--- config.mk ---
export PLATFORM = sky130hd
export DESIGN_NAME = simpson_param_ctrl
export DESIGN_NICKNAME = d
export VERILOG_FILES = /design/src/rtl/simpson_param_ctrl.sv
export SDC_FILE = /design/constraint.sdc
export NUM_CORES = 1
export LEC_CHECK = 0
export CAP_MARGIN = 10
export CORE_UTILIZATION = 50
export CTS_CLUSTER_SIZE = 10
export DETAILED_ROUTE_END_ITERATION = 10
export GPL_TIMING_DRIVEN = 0
export PLACE_DENSITY = 0.7
export SYNTH_ARGS = -nofsm -noshare
export SYNTH_HDL_FRONTEND = slang
export SYNTH_SLANG_ARGS = --single-unit
--- constraint.sdc ---
create_clock -name clk -period 2.79 [get_ports clk]
set_input_delay 0.558 -clock clk [delete_from_list [all_inputs] [get_ports clk]]
set_output_delay 0.558 -clock clk [all_outputs]
set_load 0.005 [all_outputs]
--- src/rtl/simpson_param_ctrl.sv ---
// ============================================================================
// Module   : simpson_param_ctrl
// Purpose  : Front-panel button debounce and parameter entry / run control
//            for the Simpson's-rule integration engine.
// Revision : 1.0  initial release
// ============================================================================
`default_nettype none

module simpson_param_ctrl #(
    parameter int WIDTH     = 8,
    parameter int N_MAX     = 64,
    parameter int DB_CYCLES = 4,
    parameter int TIMEOUT   = 1024
) (
    input  logic                       clk,
    input  logic                       rst_n,
    input  logic                       btn_inc,
    input  logic                       btn_dec,
    input  logic                       btn_next,
    input  logic                       btn_start,
    input  logic                       done,
    output logic [WIDTH-1:0]           a_val,
    output logic [WIDTH-1:0]           b_val,
    output logic [$clog2(N_MAX+1)-1:0] n_val,
    output logic [1:0]                 field_sel,
    output logic                       start,
    output logic                       busy,
    output logic [1:0]                 err
);

    localparam int NW  = $clog2(N_MAX + 1);
    localparam int DBW = $clog2(DB_CYCLES + 1);
    localparam int TW  = $clog2(TIMEOUT + 1);

    localparam logic [WIDTH-1:0] A_MAX = '1;
    localparam logic [NW-1:0]    N_HI  = NW'(N_MAX);
    localparam logic [NW-1:0]    N_LO  = NW'(2);

    localparam logic [2:0] S_EDIT_A = 3'd0;
    localparam logic [2:0] S_EDIT_B = 3'd1;
    localparam logic [2:0] S_EDIT_N = 3'd2;
    localparam logic [2:0] S_RUN    = 3'd3;
    localparam logic [2:0] S_WAIT   = 3'd4;

    // Bit order: 0 inc, 1 dec, 2 next, 3 start
    logic [3:0] raw;
    logic [3:0] press;

    assign raw = {btn_start, btn_next, btn_dec, btn_inc};

    for (genvar i = 0; i < 4; i++) begin : g_btn
        logic           sync1;
        logic           sync2;
        logic           stable;
        logic           stable_d;
        logic           pulse;
        logic [DBW-1:0] db_cnt;

        always_ff @(posedge clk or negedge rst_n) begin
            if (!rst_n) begin
                sync1    <= 1'b0;
                sync2    <= 1'b0;
                stable   <= 1'b0;
                stable_d <= 1'b0;
                pulse    <= 1'b0;
                db_cnt   <= '0;
            end else begin
                sync1    <= raw[i];
                sync2    <= sync1;
                stable_d <= stable;
                pulse    <= stable & ~stable_d;
                if (sync2 == stable) begin
                    db_cnt <= '0;
                end else if (db_cnt == DBW'(DB_CYCLES - 1)) begin
                    stable <= sync2;
                    db_cnt <= '0;
                end else begin
                    db_cnt <= db_cnt + DBW'(1);
                end
            end
        end

        assign press[i] = pulse;
    end

    logic [2:0]    state;
    logic [2:0]    state_next;
    logic [TW-1:0] to_cnt;
    logic          editing;
    logic          params_ok;
    logic          timed_out;
    logic          act_start;
    logic          act_next;
    logic          act_inc;
    logic          act_dec;

    // One action per cycle; lower-priority pulses are simply dropped.
    assign act_start = press[3];
    assign act_next  = press[2] & ~press[3];
    assign act_inc   = press[0] & ~press[2] & ~press[3];
    assign act_dec   = press[1] & ~press[0] & ~press[2] & ~press[3];

    assign editing   = (state == S_EDIT_A) || (state == S_EDIT_B) || (state == S_EDIT_N);
    assign params_ok = (a_val < b_val);
    assign timed_out = (to_cnt == TW'(TIMEOUT - 1));

    always_ff @(posedge clk or negedge rst_n) begin
        if (!rst_n) state <= S_EDIT_A;
        else        state <= state_next;
    end

    always_comb begin
        state_next = state;
        case (state)
            S_EDIT_A, S_EDIT_B, S_EDIT_N: begin
                if (act_start) begin
                    if (params_ok) state_next = S_RUN;
                end else if (act_next) begin
                    case (state)
                        S_EDIT_A: state_next = S_EDIT_B;
                        S_EDIT_B: state_next = S_EDIT_N;
                        default:  state_next = S_EDIT_A;
                    endcase
                end
            end
            S_RUN:   state_next = S_WAIT;
            S_WAIT:  if (done || timed_out) state_next = S_EDIT_A;
            default: state_next = S_EDIT_A;
        endcase
    end

    always_comb begin
        start     = (state == S_RUN);
        busy      = (state == S_RUN) || (state == S_WAIT);
        field_sel = 2'd3;
        case (state)
            S_EDIT_A: field_sel = 2'd0;
            S_EDIT_B: field_sel = 2'd1;
            S_EDIT_N: field_sel = 2'd2;
            default:  field_sel = 2'd3;
        endcase
    end

    always_ff @(posedge clk or negedge rst_n) begin
        if (!rst_n) begin
            a_val  <= '0;
            b_val  <= WIDTH'(1);
            n_val  <= N_LO;
            err    <= 2'd0;
            to_cnt <= '0;
        end else if (editing) begin
            if (act_start) begin
                if (!params_ok) err <= 2'd1;
            end else if (act_next) begin
                err <= 2'd0;
            end else if (act_inc || act_dec) begin
                err <= 2'd0;
                case (state)
                    S_EDIT_A: begin
                        if (act_inc && a_val != A_MAX) a_val <= a_val + WIDTH'(1);
                        if (act_dec && a_val != '0)    a_val <= a_val - WIDTH'(1);
                    end
                    S_EDIT_B: begin
                        if (act_inc && b_val != A_MAX) b_val <= b_val + WIDTH'(1);
                        if (act_dec && b_val != '0)    b_val <= b_val - WIDTH'(1);
                    end
                    default: begin
                        if (act_inc && n_val < N_HI) n_val <= n_val + NW'(2);
                        if (act_dec && n_val > N_LO) n_val <= n_val - NW'(2);
                    end
                endcase
            end
        end else if (state == S_RUN) begin
            to_cnt <= '0;
        end else if (state == S_WAIT) begin
            to_cnt <= to_cnt + TW'(1);
            // done outranks a coincident timeout
            if (done)           err <= 2'd0;
            else if (timed_out) err <= 2'd2;
        end
    end

endmodule

`default_nettype wire
==> metrics.csv <==
metric,value,unit
minimum clock period,2.72,ns
clock-pin slew on the worst setup and hold paths,0.08,ns
Total GRT Usage,20.0,%
Syn Nets,383,
first-pass GRT wire length,11.8,mm
Synth warnings,0,
nets@finish,436,
Finished Core Util,63.3,%
# IOs,36,
Core Area,7250,µm²
Seq cells post-synth,70,
clock tree from TritonCTS,done,
Die Width,88.6,µm
endpoint type of the worst setup path,flop,
ys async rst share,100,%
vias in the first global route,2623,
initial antenna violation count,0,
synth unique cells,57,
Post-synth EDFFs,0,
grt ovf,0,
Crit-path slowest cell,or4_4,
ranking of synthesized cells by area,"dfrtp_1 (45%), ha_1 (9.0%), xnor2_1 (3.5%)",
largest net degree at the start of global routing,71,
Clock Skews,0.00898,ns
Die Y-Extent,88.6,µm
Hold Path Class,in2async,
DR iter-0 viols,119,
"Req. time, crit path",3.04,ns
Worst-Margin Slew,0.878,ns
Placed Cells incl. Taps,480,
VDD IR-drop max,514,µV
Vias,2775,
RSZ-0062 raised after global routing,yes,
Starting Density,51.8,%
clock buffer depth,2,
Via density,5.51,
Setup-failing EPs final,0,
type of the worst setup path,reg2reg,
share of cells above drive strength 1,16.8,%
critical path peak fanout,6,
"Top cell by count, worst path",o21a_1,
DRT antenna net count,0,
worst skew pair latency,0.35,ns
drt pass-1 iters,4,
status,"complete, no violations",
Critical Path AT,2.97,ns
Pwr Density,965,nW/µm²
synthesized area,3750,µm²
Post-Synthesis Cells,347,
die footprint,7860,µm²
residual DRC count,0,
Main synth FF type,dfrtp_1,
top cell type's share of synthesized area,45.3,%
Avg Inst Size Synth,10.8,µm²
Root Buffer,clkbuf_8,
WHS,0.321,ns
row cnt,31,
Wirelength per Cell,14.2,µm
max-slew violations,0,
fmax,367,MHz
Final Hold Viols,0,
CP cell instances,or4_4 -> o21ai_4 -> inv_4 -> ha_1 -> o21a_1 -> o31a_1 -> o21a_1 -> or3_1 -> a31o_2,
PortBufs,34,
sequential fraction of the synthesis area,46.7,%
GP Congestion,0.831,
Worst slew margin,41.5,%
most frequent cells in the layout,"dfrtp_1 (62), clkdlybuf4s50_1 (33), ha_1 (25), nand2_1 (20), nor2_1 (18)",
Worst setup SP type,flop,
"most common cell after layout, fill and taps aside",dfrtp_1,
# diodes,0,
max-cap viol count,0,
CP peak stage delay,0.56,ns
Clock Sinks,70,
CTS Buf Count,9,
final period utilization,97.6,%
"area leader, netlist",dfrtp_1,
H-tree depth,3,
detailed placement HPWL,4.91,mm
fin cells,504,
Total Wirelength,7.16,mm
synthesis-to-layout area growth,22.2,%
P_leak,2.12,nW
-- metrics by stage --
stage / worst slack [ns] / total power, mW / TNS [ns] / instance area (µm²)
3_5_place_dp: -0.190 / 3.35 / -0.297 / 4240
5_1_grt: -0.0301 / 4.76 / -0.0301 / 4590
2_1_floorplan: 0.0250 / 2.75 / 0 / 3770
6_report: 0.0671 / 4.43 / 0 / 4590
4_1_cts: 0.0199 / 4.41 / 0 / 4550
3_3_place_gp: -1.28 / 3.28 / -87.80 / 4240
-- sequential cells by signal, indices dropped and copies added (netlist names), 6 cells and up --
| signal | flops |
|---|---|
| g_btn.db_cnt | 12 |
| to_cnt | 11 |
| n_val | 6 |
| b_val | 8 |
| a_val | 8 |
-- where the power goes --
part           leakage, nW  internal, mW  switching, mW
sequential           0.905          1.29          0.294
combinational         1.10          1.01          0.895
clock                0.113         0.534          0.406
total                 2.12          2.83           1.60
-- critical path, delay by kind of cell (launching register included) --
| kind | cells | cell delay (ns) |
|---|---|---|
| AO/OA/AOI/OAI | 5 | 0.88 |
| adder cells (fa/ha/maj) | 1 | 0.33 |
| buffers and inverters | 1 | 0.08 |
| flip-flops | 1 | 0.45 |
| AND/OR/NAND/NOR | 2 | 0.88 |
-- worst paths after layout --
check / cells past startpoint / slack [ns] / end / start
worst max-delay path: 9 / 0.07 / a_val[6] / a_val[1]
worst min register to register: 0 / 0.35 / g_btn[1].sync2 / g_btn[1].sync1
worst max register to register: 9 / 0.07 / a_val[6] / a_val[1]
max in group asynchronous: 1 / 1.84 / state[1] / rst_n
min in group clk: 0 / 0.35 / g_btn[1].sync2 / g_btn[1].sync1
worst min-delay path: 1 / 0.32 / a_val[2] / rst_n
-- kinds of logic after synthesis --
family | after synthesis | share of synthesized area [%]
XOR/XNOR | 22 | 5.13
flip-flops | 70 | 46.7
adder cells (fa/ha/maj) | 29 | 10.1
AO/OA/AOI/OAI | 68 | 12.4
buffers and inverters | 25 | 2.60
other | 1 | 0.0999
AND/OR/NAND/NOR | 112 | 17.3
multiplexers | 20 | 5.63
-- metal layers --
metal	share of wire [%]	track usage [%]	up-vias
met3	3.1	4.10	14
li1	-	-	1365
met4	2.2	8.94	0
met5	0	0	-
met1	48	27.0	1347
met2	47	31.3	49
-- synth_stat cells (5+ instances only) --
library cell	instances
a21oi_1	15
and3_1	6
clkbuf_1	5
dfrtp_1	68
ha_1	27
inv_1	19
mux2_2	9
mux2i_1	11
nand2_1	20
nand3_1	6
nand4_1	7
nor2_1	18
nor2b_1	13
nor3_1	8
nor3b_1	7
o21a_1	7
o21ai_0	15
or4_1	6
xnor2_1	15
xor2_1	7
-- final cells by class --
class / count / area (µm²)
multi-input cells: 252 / 1960
fillers: 595 / 2670
plain buffers: 4 / 20.0
inverters: 19 / 73.8
well taps: 99 / 124
flip-flops and latches: 70 / 1760
clock inverters: 6 / 93.8
clock buffers: 10 / 138
repair buffers: 44 / 413
-- timing repair --
action | CTS | global route
hold buffers | 0 | 0
setup buffers | 7 | 3
endpoints found under the setup margin | 5 | 4
resized for setup | 10 | 5
hold endpoints to repair | 0 | 0
gates cloned | 0 | 0
pin swaps | 3 | 0
Power figures use the tool's default switching activity.
